**src/rtl/pcie_lite_requester.sv**
```systemverilog
// Requester side of the lite TLP interface: turns single-DW user requests into MRd/MWr TLPs,
// tracks read tags with per-tag completion timers and returns exactly one response per read.
module pcie_lite_requester #(
  parameter int NUM_TAGS    = 8,
  parameter int CPL_TIMEOUT = 1024
) (
  input  logic        clk,
  input  logic        rst_n,
  input  logic        link_up,
  input  logic        req_valid,
  output logic        req_ready,
  input  logic        req_write,
  input  logic [31:0] req_addr,
  input  logic [31:0] req_data,
  output logic        tlp_valid,
  input  logic        tlp_ready,
  output logic [2:0]  tlp_type,
  output logic [31:0] tlp_address,
  output logic [31:0] tlp_data,
  output logic [7:0]  tlp_tag,
  output logic [9:0]  tlp_length,
  input  logic        cpl_valid,
  output logic        cpl_ready,
  input  logic [2:0]  cpl_status,
  input  logic [31:0] cpl_data,
  input  logic [7:0]  cpl_tag,
  output logic        rsp_valid,
  input  logic        rsp_ready,
  output logic [7:0]  rsp_tag,
  output logic [31:0] rsp_data,
  output logic [2:0]  rsp_status,
  output logic        err_unexpected,
  output logic        err_timeout,
  output logic [5:0]  outstanding
);

  localparam logic [2:0]  TYPE_MRD       = 3'b000;
  localparam logic [2:0]  TYPE_MWR       = 3'b001;
  localparam logic [2:0]  STATUS_TIMEOUT = 3'b011;
  localparam logic [15:0] TIMER_LOAD     = 16'(CPL_TIMEOUT);

  logic                tlpValid_q, tlpValid_d;
  logic [2:0]          tlpType_q, tlpType_d;
  logic [31:0]         tlpAddr_q, tlpAddr_d;
  logic [31:0]         tlpData_q, tlpData_d;
  logic [7:0]          tlpTag_q, tlpTag_d;
  logic [9:0]          tlpLength_q, tlpLength_d;

  logic                rspValid_q, rspValid_d;
  logic [7:0]          rspTag_q, rspTag_d;
  logic [31:0]         rspData_q, rspData_d;
  logic [2:0]          rspStatus_q, rspStatus_d;

  logic                errUnexpected_q, errUnexpected_d;
  logic                errTimeout_q, errTimeout_d;
  logic [5:0]          outstanding_q, outstanding_d;

  logic [NUM_TAGS-1:0] busy_q, busy_d;
  logic [15:0]         timer_q [NUM_TAGS];
  logic [15:0]         timer_d [NUM_TAGS];

  logic                allocFound;
  logic [4:0]          allocIdx;
  logic [NUM_TAGS-1:0] allocMask;
  logic                reqReady, reqAccept, readAccept;
  logic                cplAccept, cplHit, cplMatch;
  logic [NUM_TAGS-1:0] cplMask;
  logic                expFound, serviceTimeout;
  logic [4:0]          expIdx;
  logic [NUM_TAGS-1:0] expMask;
  logic [NUM_TAGS-1:0] freeMask;

  // Allocation, completion matching and expiry selection all look at the tag state as it
  // stood at the start of the cycle, so a tag freed this cycle is never re-issued this cycle.
  always_comb begin
    allocFound = 1'b0;
    allocIdx   = '0;
    allocMask  = '0;
    for (int i = 0; i < NUM_TAGS; i++) begin
      if (!busy_q[i] && !allocFound) begin
        allocFound   = 1'b1;
        allocIdx     = 5'(i);
        allocMask[i] = 1'b1;
      end
    end

    reqReady   = link_up && !tlpValid_q && (req_write || allocFound);
    reqAccept  = req_valid && reqReady;
    readAccept = reqAccept && !req_write;

    cplAccept = cpl_valid && !rspValid_q;
    cplHit    = 1'b0;
    cplMask   = '0;
    for (int i = 0; i < NUM_TAGS; i++) begin
      if (cpl_tag == 8'(i) && busy_q[i]) begin
        cplHit     = 1'b1;
        cplMask[i] = 1'b1;
      end
    end
    cplMatch = cplAccept && cplHit;

    expFound = 1'b0;
    expIdx   = '0;
    expMask  = '0;
    for (int i = 0; i < NUM_TAGS; i++) begin
      if (busy_q[i] && timer_q[i] == 16'd0 && !expFound) begin
        expFound   = 1'b1;
        expIdx     = 5'(i);
        expMask[i] = 1'b1;
      end
    end
    serviceTimeout = !rspValid_q && !cplAccept && expFound;

    freeMask = '0;
    if (cplMatch) begin
      freeMask = cplMask;
    end else if (serviceTimeout) begin
      freeMask = expMask;
    end

    busy_d = (busy_q & ~freeMask) | (readAccept ? allocMask : '0);

    for (int i = 0; i < NUM_TAGS; i++) begin
      timer_d[i] = timer_q[i];
      if (readAccept && allocMask[i]) begin
        timer_d[i] = TIMER_LOAD;
      end else if (freeMask[i]) begin
        timer_d[i] = '0;
      end else if (busy_q[i] && timer_q[i] != 16'd0) begin
        timer_d[i] = timer_q[i] - 16'd1;
      end
    end

    outstanding_d = '0;
    for (int i = 0; i < NUM_TAGS; i++) begin
      outstanding_d = outstanding_d + 6'(busy_d[i]);
    end
  end

  // TLP output register: loaded on accept, held until the downstream handshake.
  always_comb begin
    tlpValid_d  = tlpValid_q;
    tlpType_d   = tlpType_q;
    tlpAddr_d   = tlpAddr_q;
    tlpData_d   = tlpData_q;
    tlpTag_d    = tlpTag_q;
    tlpLength_d = tlpLength_q;
    if (reqAccept) begin
      tlpValid_d  = 1'b1;
      tlpType_d   = req_write ? TYPE_MWR : TYPE_MRD;
      tlpAddr_d   = req_addr;
      tlpData_d   = req_write ? req_data : 32'd0;
      tlpTag_d    = req_write ? 8'hFF : {3'b000, allocIdx};
      tlpLength_d = 10'd1;
    end else if (tlpValid_q && tlp_ready) begin
      tlpValid_d = 1'b0;
    end
  end

  // Response register: new responses are only produced while it is empty.
  always_comb begin
    rspValid_d  = rspValid_q;
    rspTag_d    = rspTag_q;
    rspData_d   = rspData_q;
    rspStatus_d = rspStatus_q;
    if (cplMatch) begin
      rspValid_d  = 1'b1;
      rspTag_d    = cpl_tag;
      rspData_d   = cpl_data;
      rspStatus_d = cpl_status;
    end else if (serviceTimeout) begin
      rspValid_d  = 1'b1;
      rspTag_d    = {3'b000, expIdx};
      rspData_d   = 32'd0;
      rspStatus_d = STATUS_TIMEOUT;
    end else if (rspValid_q && rsp_ready) begin
      rspValid_d = 1'b0;
    end

    errUnexpected_d = cplAccept && !cplHit;
    errTimeout_d    = serviceTimeout;
  end

  always_ff @(posedge clk) begin
    if (!rst_n) begin
      tlpValid_q      <= 1'b0;
      tlpType_q       <= '0;
      tlpAddr_q       <= '0;
      tlpData_q       <= '0;
      tlpTag_q        <= '0;
      tlpLength_q     <= '0;
      rspValid_q      <= 1'b0;
      rspTag_q        <= '0;
      rspData_q       <= '0;
      rspStatus_q     <= '0;
      errUnexpected_q <= 1'b0;
      errTimeout_q    <= 1'b0;
      outstanding_q   <= '0;
      busy_q          <= '0;
      for (int i = 0; i < NUM_TAGS; i++) begin
        timer_q[i] <= '0;
      end
    end else begin
      tlpValid_q      <= tlpValid_d;
      tlpType_q       <= tlpType_d;
      tlpAddr_q       <= tlpAddr_d;
      tlpData_q       <= tlpData_d;
      tlpTag_q        <= tlpTag_d;
      tlpLength_q     <= tlpLength_d;
      rspValid_q      <= rspValid_d;
      rspTag_q        <= rspTag_d;
      rspData_q       <= rspData_d;
      rspStatus_q     <= rspStatus_d;
      errUnexpected_q <= errUnexpected_d;
      errTimeout_q    <= errTimeout_d;
      outstanding_q   <= outstanding_d;
      busy_q          <= busy_d;
      for (int i = 0; i < NUM_TAGS; i++) begin
        timer_q[i] <= timer_d[i];
      end
    end
  end

  assign req_ready      = reqReady;
  assign cpl_ready      = !rspValid_q;
  assign tlp_valid      = tlpValid_q;
  assign tlp_type       = tlpType_q;
  assign tlp_address    = tlpAddr_q;
  assign tlp_data       = tlpData_q;
  assign tlp_tag        = tlpTag_q;
  assign tlp_length     = tlpLength_q;
  assign rsp_valid      = rspValid_q;
  assign rsp_tag        = rspTag_q;
  assign rsp_data       = rspData_q;
  assign rsp_status     = rspStatus_q;
  assign err_unexpected = errUnexpected_q;
  assign err_timeout    = errTimeout_q;
  assign outstanding    = outstanding_q;

endmodule

```
**config.mk**
```make
export PLATFORM = sky130hd
export DESIGN_NAME = pcie_lite_requester
export DESIGN_NICKNAME = d
export VERILOG_FILES = /design/src/rtl/pcie_lite_requester.sv
export SDC_FILE = /design/constraint.sdc
export NUM_CORES = 1
export LEC_CHECK = 0
export CAP_MARGIN = 20
export CORE_UTILIZATION = 51
export DETAILED_ROUTE_END_ITERATION = 6
export PLACE_DENSITY_LB_ADDON = 0.1
export RECOVER_POWER = 100
export SYNTH_ARGS = -nofsm -noshare
export SYNTH_HDL_FRONTEND = slang
export SYNTH_SLANG_ARGS = --single-unit
```
**constraint.sdc**
```tcl
create_clock -name clk -period 5.9 [get_ports clk]
set_input_delay 1.18 -clock clk [delete_from_list [all_inputs] [get_ports clk]]
set_output_delay 1.18 -clock clk [all_outputs]
set_load 0.03 [all_outputs]
```
== Word-level counts from Yosys, hierarchy flattened ==
Memory sizes are Yosys's and may differ from the RTL's.
Cells that the tools add are included.
Storage, ports and cells
  bits in registers: 137
  memory bits (writable): 128
  bits of input ports: 115
  output and inout bits: 140
  word-level logic and storage cells: 261
  memories kept: 1
Operators by class
  $add $sub $neg: 15
  equality and inequality tests: 7
  muxes and demuxes: 110
  bitwise operators: 11
  reduce and logical (&&, ||, !) cells: 103
Memory list
  timer_q: depth 8, width 16, rd ports 8, clocked after memory_dff 0, wr ports 8, line 59  | logic [15:0] timer_q [NUM_TAGS];
Operators by type and width (count)
  2-to-1 mux 16 bit: 32
  logical NOT 16 bit: 8
  nonzero test 16 bit: 8
  subtractor 16 x 1 -> 16 bit, second input constant: 8
  2-to-1 mux 32 bit: 3
  2-to-1 mux 5 bit: 12
  logical AND 1 bit: 57
  2-to-1 mux 1 bit: 55
  2-to-1 mux 8 bit: 6
  equality test 8 x 3 -> 1 bit, second input constant: 4
  logical NOT 1 bit: 25
  equality test 8 x 2 -> 1 bit, second input constant: 2
  adder 6 x 1 -> 6 bit: 2
  AND 8 bit: 1
  equality test 8 x 1 -> 1 bit, second input constant: 1
  logical NOT 8 bit: 1
  NOT 8 bit: 1
  bitwise OR 1 bit: 8
  bitwise OR 8 bit: 1
  adder 5 x 1 -> 6 bit: 1
  2-to-1 mux 3 bit: 2
  adder 4 x 1 -> 5 bit: 1
  adder 3 x 1 -> 4 bit: 1
  nonzero test 2 bit: 2
  other kinds (4): 4

== Logic depth before layout (Yosys ltp) ==
An unclocked memory read counts as a cell.
  word-level depth: 38
  depth in mapped cells: 20
  gate-level depth less buffers: 18

== Least setup slack after synthesis ==
Ideal clock, no wire load.
  path kind: input-to-reg
  from: input cpl_tag[4]
  to: register outstanding_q[2], in the netlist outstanding[2]
  setup time: 128 ps
  arrival: 5054 ps
  required time: 5772 ps
  setup slack: 719 ps
  stages on the path: 14
  buffers on the path: 0
  cells stage by stage: or4_1 -> nor4_1 -> nand3_1 -> a31o_2 -> fa_1 -> fa_1 -> inv_1 -> fa_1 -> inv_1 -> ha_1 -> inv_1 -> fa_1 -> xor2_1 -> nor2_1
On the way
  elaborated cells between the ends (all ways): 43
  classes of those cells: add/sub (7); eq/ne (7); mux (16); bitwise (3); reduce/logical (10)
RTL lines
  start, declared: line 26  | input logic [7:0] cpl_tag,
  logical NOT 8 bit: line 95  | if (cpl_tag == 8'(i) && busy_q[i]) begin
  logical AND 1 bit: line 95
  2-to-1 mux 1 bit (8 in series): line 95
  logical AND 1 bit: line 100  | cplMatch = cplAccept && cplHit;
  2-to-1 mux 8 bit (*): line 115  | if (cplMatch) begin
  NOT 8 bit (*): line 121  | busy_d = (busy_q & ~freeMask) | (readAccept ? allocMask : '0);
  AND 8 bit (*): line 121
  bitwise OR 8 bit (*): line 121
  via busy_d[3]: line 58  | logic [NUM_TAGS-1:0] busy_q, busy_d;
  adder 3 x 1 -> 4 bit (*): line 136  | outstanding_d = outstanding_d + 6'(busy_d[i]);
  adder 4 x 1 -> 5 bit (*): line 136
  adder 5 x 1 -> 6 bit (*): line 136
  adder 6 x 1 -> 6 bit (*) (2 in series): line 136
  end signal, assigned: line 216  | outstanding_q <= outstanding_d;
  end, declared: line 56  | logic [5:0] outstanding_q, outstanding_d;
The timed path passes the listed nets; every way through them passes the cells marked *.
A chain may end at the register's enable or synchronous reset.

== Final worst setup path ==
  from: input link_up
  to: register outstanding_q[2], in the netlist outstanding[2]
On the way
  elaborated cells between the ends (all ways): 13
  classes of those cells: add/sub (7); mux (1); bitwise (1); reduce/logical (4)
RTL lines
  start, declared: line 9  | input logic link_up,
  logical AND 1 bit (2 in series): line 87  | reqReady = link_up && !tlpValid_q && (req_write || allocFound);
  logical AND 1 bit: line 88  | reqAccept = req_valid && reqReady;
  logical AND 1 bit: line 89  | readAccept = reqAccept && !req_write;
  2-to-1 mux 8 bit: line 121
  bitwise OR 8 bit: line 121
  via busy_d[3]: line 58
  adder 3 x 1 -> 4 bit: line 136
  adder 4 x 1 -> 5 bit: line 136
  adder 5 x 1 -> 6 bit: line 136
  adder 6 x 1 -> 6 bit (2 in series): line 136
The timed path passes the listed nets, and every way through them passes these cells.

==> impl_metrics.py <==
metrics = {
    "grt": {
        "use_met3": 0.0386,
        "grtUsageMet1": 0.322,
        "use_met2": 0.427,
        "grt_max_degree": 67,
        "grt_pass1_vias": 9281,
        "grtUsageTotal": 0.251,
        "gr-total-overflow": 0,
        "top_usage_layer": "met2",
        "grt_pass1_wl_um": 46800,
        "antenna_found_initial": 1,
    },
    "floorplanning": {
        "fp.dieH_um": 152,
        "core-area_sq_um": 21900,
        "die_x_um": 152,
        "io_pins": 255,
        "die-area_sq_um": 23000,
        "start_util": 0.522,
        "rows": 54,
    },
    "timing": {
        "min_period_ps": 5290,
        "grt_setup_unrepaired": "false",
        "hold_viol_final": 0,
        "worstMarginPinSlew_ps": 2170,
        "setup_viol": 0,
        "maxSlewHeadroom": -0.451,
        "timing.fmax_ghz": 0.189,
        "slew_viol_final": 130,
        "hold_slack_ps": 446,
        "finalCritPeriodShare": 0.897,
        "fin_skew_ps": 12.8,
        "fin_setup_tns_ps": 0,
    },
    "critical_path": {
        "crit_type": "primary input to flop",
        "cp-startpoint": "link_up",
        "r2r_cells": 18,
        "cp_num_buf_inv": 5,
        "path_cells": "dlygate4sd3_1, nand3b_1, a311oi_1, clkbuf_1, nand3_1, nor3b_1, a31o_2, fa_1, fa_1, inv_1, fa_1, inv_1, ha_1, inv_1, fa_1, xor2_1, nor2_1",
        "start_kind": "primary input",
        "path_max_fanout": 6,
        "critPathSlowestCell": "dlygate4sd3_1",
        "path_delay_family": "adder cells",
        "regToRegStartpoint": "timer_q[0][17]$_SDFFE_PP0P_",
        "r2r_slack_ps": 720,
        "cp_common_cell": "fa_1",
        "crit_required_ps": 6260,
        "cp.arrival_ps": 5650,
        "cpPeakStageDelay_ps": 630,
        "cp-end-kind": "flop",
        "timing.rr.end": "outstanding[2]$_SDFF_PN0_",
    },
    "clock_tree": {
        "cts_max_level": 1,
        "clk_pin_slew_ps": 60,
        "cts_resized": 0,
        "cts_buffers": 27,
        "cts_root_buffer": "clkbuf_16",
        "hold_buffers": 0,
        "clkSinkCount": 256,
        "cts_buffer_depth": 3,
        "post_cts_buffers": 0,
        "cts_tree": "yes",
        "clk_latency_ps": 540,
    },
    "power_and_ir_drop": {
        "leakagePower_nw": 5.86,
        "p_total_mw": 4.19,
        "ir_worst_vdd_mv": 0.206,
        "p_per_area_nw_per_um2": 279,
    },
    "detailed_routing": {
        "dr_total_vias": 10200,
        "wl_um": 30300,
        "wl_per_cell_um": 16.3,
        "drtIter0Drc": 431,
        "drc": 0,
        "vias_per_cell": 5.50,
        "dr.pass1.iters": 5,
        "antenna_left": 0,
    },
    "place": {
        "placed_area_sq_um": 13900,
        "io_buffers": 241,
        "hpwl_um": 21000,
        "place_congestion": 0.824,
    },
    "hold_path": {
        "hold_start": "tlp_data[7]$_SDFFE_PN0N_",
        "worstHoldEndpoint": "tlp_data[7]$_SDFFE_PN0N_",
        "hp-class": "flop to flop",
        "hold_depth": 2,
    },
    "yosys": {
        "syn-mean-instance-area_sq_um": 8.48,
        "yosysUniqueCellTypes": 66,
        "netlist_area_sq_um": 11400,
        "ys_ff_latch": 256,
        "netlist_instances": 1348,
        "synth_edf_count": 0,
        "ys_seq_area_frac": 0.448,
        "ys.flop_type": "dfxtp_1",
        "yosysWarnings": 0,
        "synth_async_sr_flop_share": 0,
    },
    "final_layout": {
        "final_common_cell": "dfxtp_1",
        "stdcell_area_sq_um": 15000,
        "mostFrequentLayoutCells": "dfxtp_1 (256), nor2_1 (174), nand2_1 (167)",
        "regArea_sq_um": 5120,
        "multi_input_area_sq_um": 5790,
        "layout-drive-gt1-share": 0.0520,
        "fill_cells": 1766,
        "nNetsFinal": 1692,
        "syn2layout_area_growth_pct": 31.1,
    },
    "run_status": {
        "violations": "capacitance limit, slew limit",
        "status": "complete, but fails checks",
    },
    "run": {
        "maxCapViolations": 3,
    },
}
==> cell usage after synthesis (5+ instances only) <==
| cell | number | area (sq um) |
|---|---|---|
| a211oi_1 | 12 | 90.1 |
| a21oi_1 | 119 | 596 |
| a31oi_1 | 6 | 37.5 |
| and2_1 | 6 | 37.5 |
| and3_1 | 5 | 31.3 |
| and4_1 | 8 | 70.1 |
| buf_2 | 6 | 30.0 |
| buf_4 | 23 | 173 |
| clkbuf_1 | 59 | 221 |
| dfxtp_1 | 256 | 5120 |
| ha_1 | 17 | 213 |
| inv_1 | 27 | 101 |
| nand2_1 | 167 | 627 |
| nand2b_1 | 7 | 43.8 |
| nand3_1 | 66 | 330 |
| nand3b_1 | 10 | 75.1 |
| nand4_1 | 16 | 100 |
| nand4b_1 | 6 | 52.6 |
| nor2_1 | 174 | 653 |
| nor2b_1 | 7 | 43.8 |
| nor3_1 | 44 | 220 |
| nor3b_1 | 6 | 45.0 |
| nor4_1 | 36 | 225 |
| o211ai_1 | 36 | 270 |
| o21a_1 | 7 | 52.6 |
| o21ai_0 | 8 | 40.0 |
| or2_2 | 7 | 43.8 |
| or3_1 | 9 | 56.3 |
| or4_1 | 21 | 158 |
| xnor2_1 | 72 | 631 |
| xor2_1 | 40 | 350 |
==> metal layers <==
layer	routed length [um]	vias to the layer above	share of wire
met5	0	-	0
met4	882	0	0.029
met3	1530	58	0.050
met2	15000	275	0.49
met1	12900	4793	0.43
li1	-	5100	-
==> worst reg2reg max path, cell delays in order, from the launching register on <==
cell and delay (ps):
dfxtp_1 400, inv_1 90, ha_1 190, nor4bb_1 150, and4_4 210, or4_1 610
nor4b_1 710, nor4_4 60, a21oi_1 210, fa_1 470, fa_1 510, inv_1 50
fa_1 440, inv_1 60, ha_1 160, inv_1 60, fa_1 380, xor2_1 180
nor2_1 50
==> worst max path at each step <==
stage | to | cells past startpoint
4_1_cts | outstanding[2]$_SDFF_PN0_ | 17
3_3_place_gp | outstanding[2]$_SDFF_PN0_ | 17
6_report | outstanding[2]$_SDFF_PN0_ | 17
3_5_place_dp | outstanding[2]$_SDFF_PN0_ | 17
5_1_grt | outstanding[2]$_SDFF_PN0_ | 17
2_1_floorplan | outstanding[2]$_SDFF_PN0_ | 14
==> cell type report <==
cell class                      instances  area share
Tap cell                              280      0.0234
Antenna cell                            1    0.000167
Timing Repair Buffer                  258       0.168
Multi-Input combinational cell        985       0.387
Clock buffer                           33      0.0479
Clock inverter                         17      0.0245
Sequential cell                       256       0.342
Inverter                               28     0.00710
==> power by group <==
| group | switching, mW | internal, mW | leakage (nW) |
|---|---|---|---|
| clock | 0.706 | 1.35 | 0.528 |
| combinational | 0.210 | 0.147 | 3.26 |
| sequential | 0.0196 | 1.76 | 2.07 |
==> cells by family after synthesis <==
logic type,count (synthesis),share of synthesized area
compound gates,221,0.121
fa+ha+maj,21,0.0256
buf+inv,119,0.0473
other cells,1,0.000328
xor+xnor,112,0.0858
mux,3,0.00492
flops,256,0.448
simple gates,615,0.267
==> through the flow <==
step                 util  std cells  worst slack [ps]
floorplan               -       1360               719
global placement    0.637       1807               370
detailed placement  0.637       1807               256
CTS                 0.686       1857               804
global route        0.684       1858               380
finish              0.684       1858               609
==> flip-flops by register name, summed over array words and instances (netlist names) <==
register	count
err_unexpected	1
rsp_tag	8
outstanding	4
tlp_address	32
tlp_valid	1
tlp_tag	4
tlp_length	1
tlp_data	32
rsp_valid	1
rsp_data	32
err_timeout	1
timer_q	128
rsp_status	3
busy_q	8
Power figures use the tool's default switching activity.
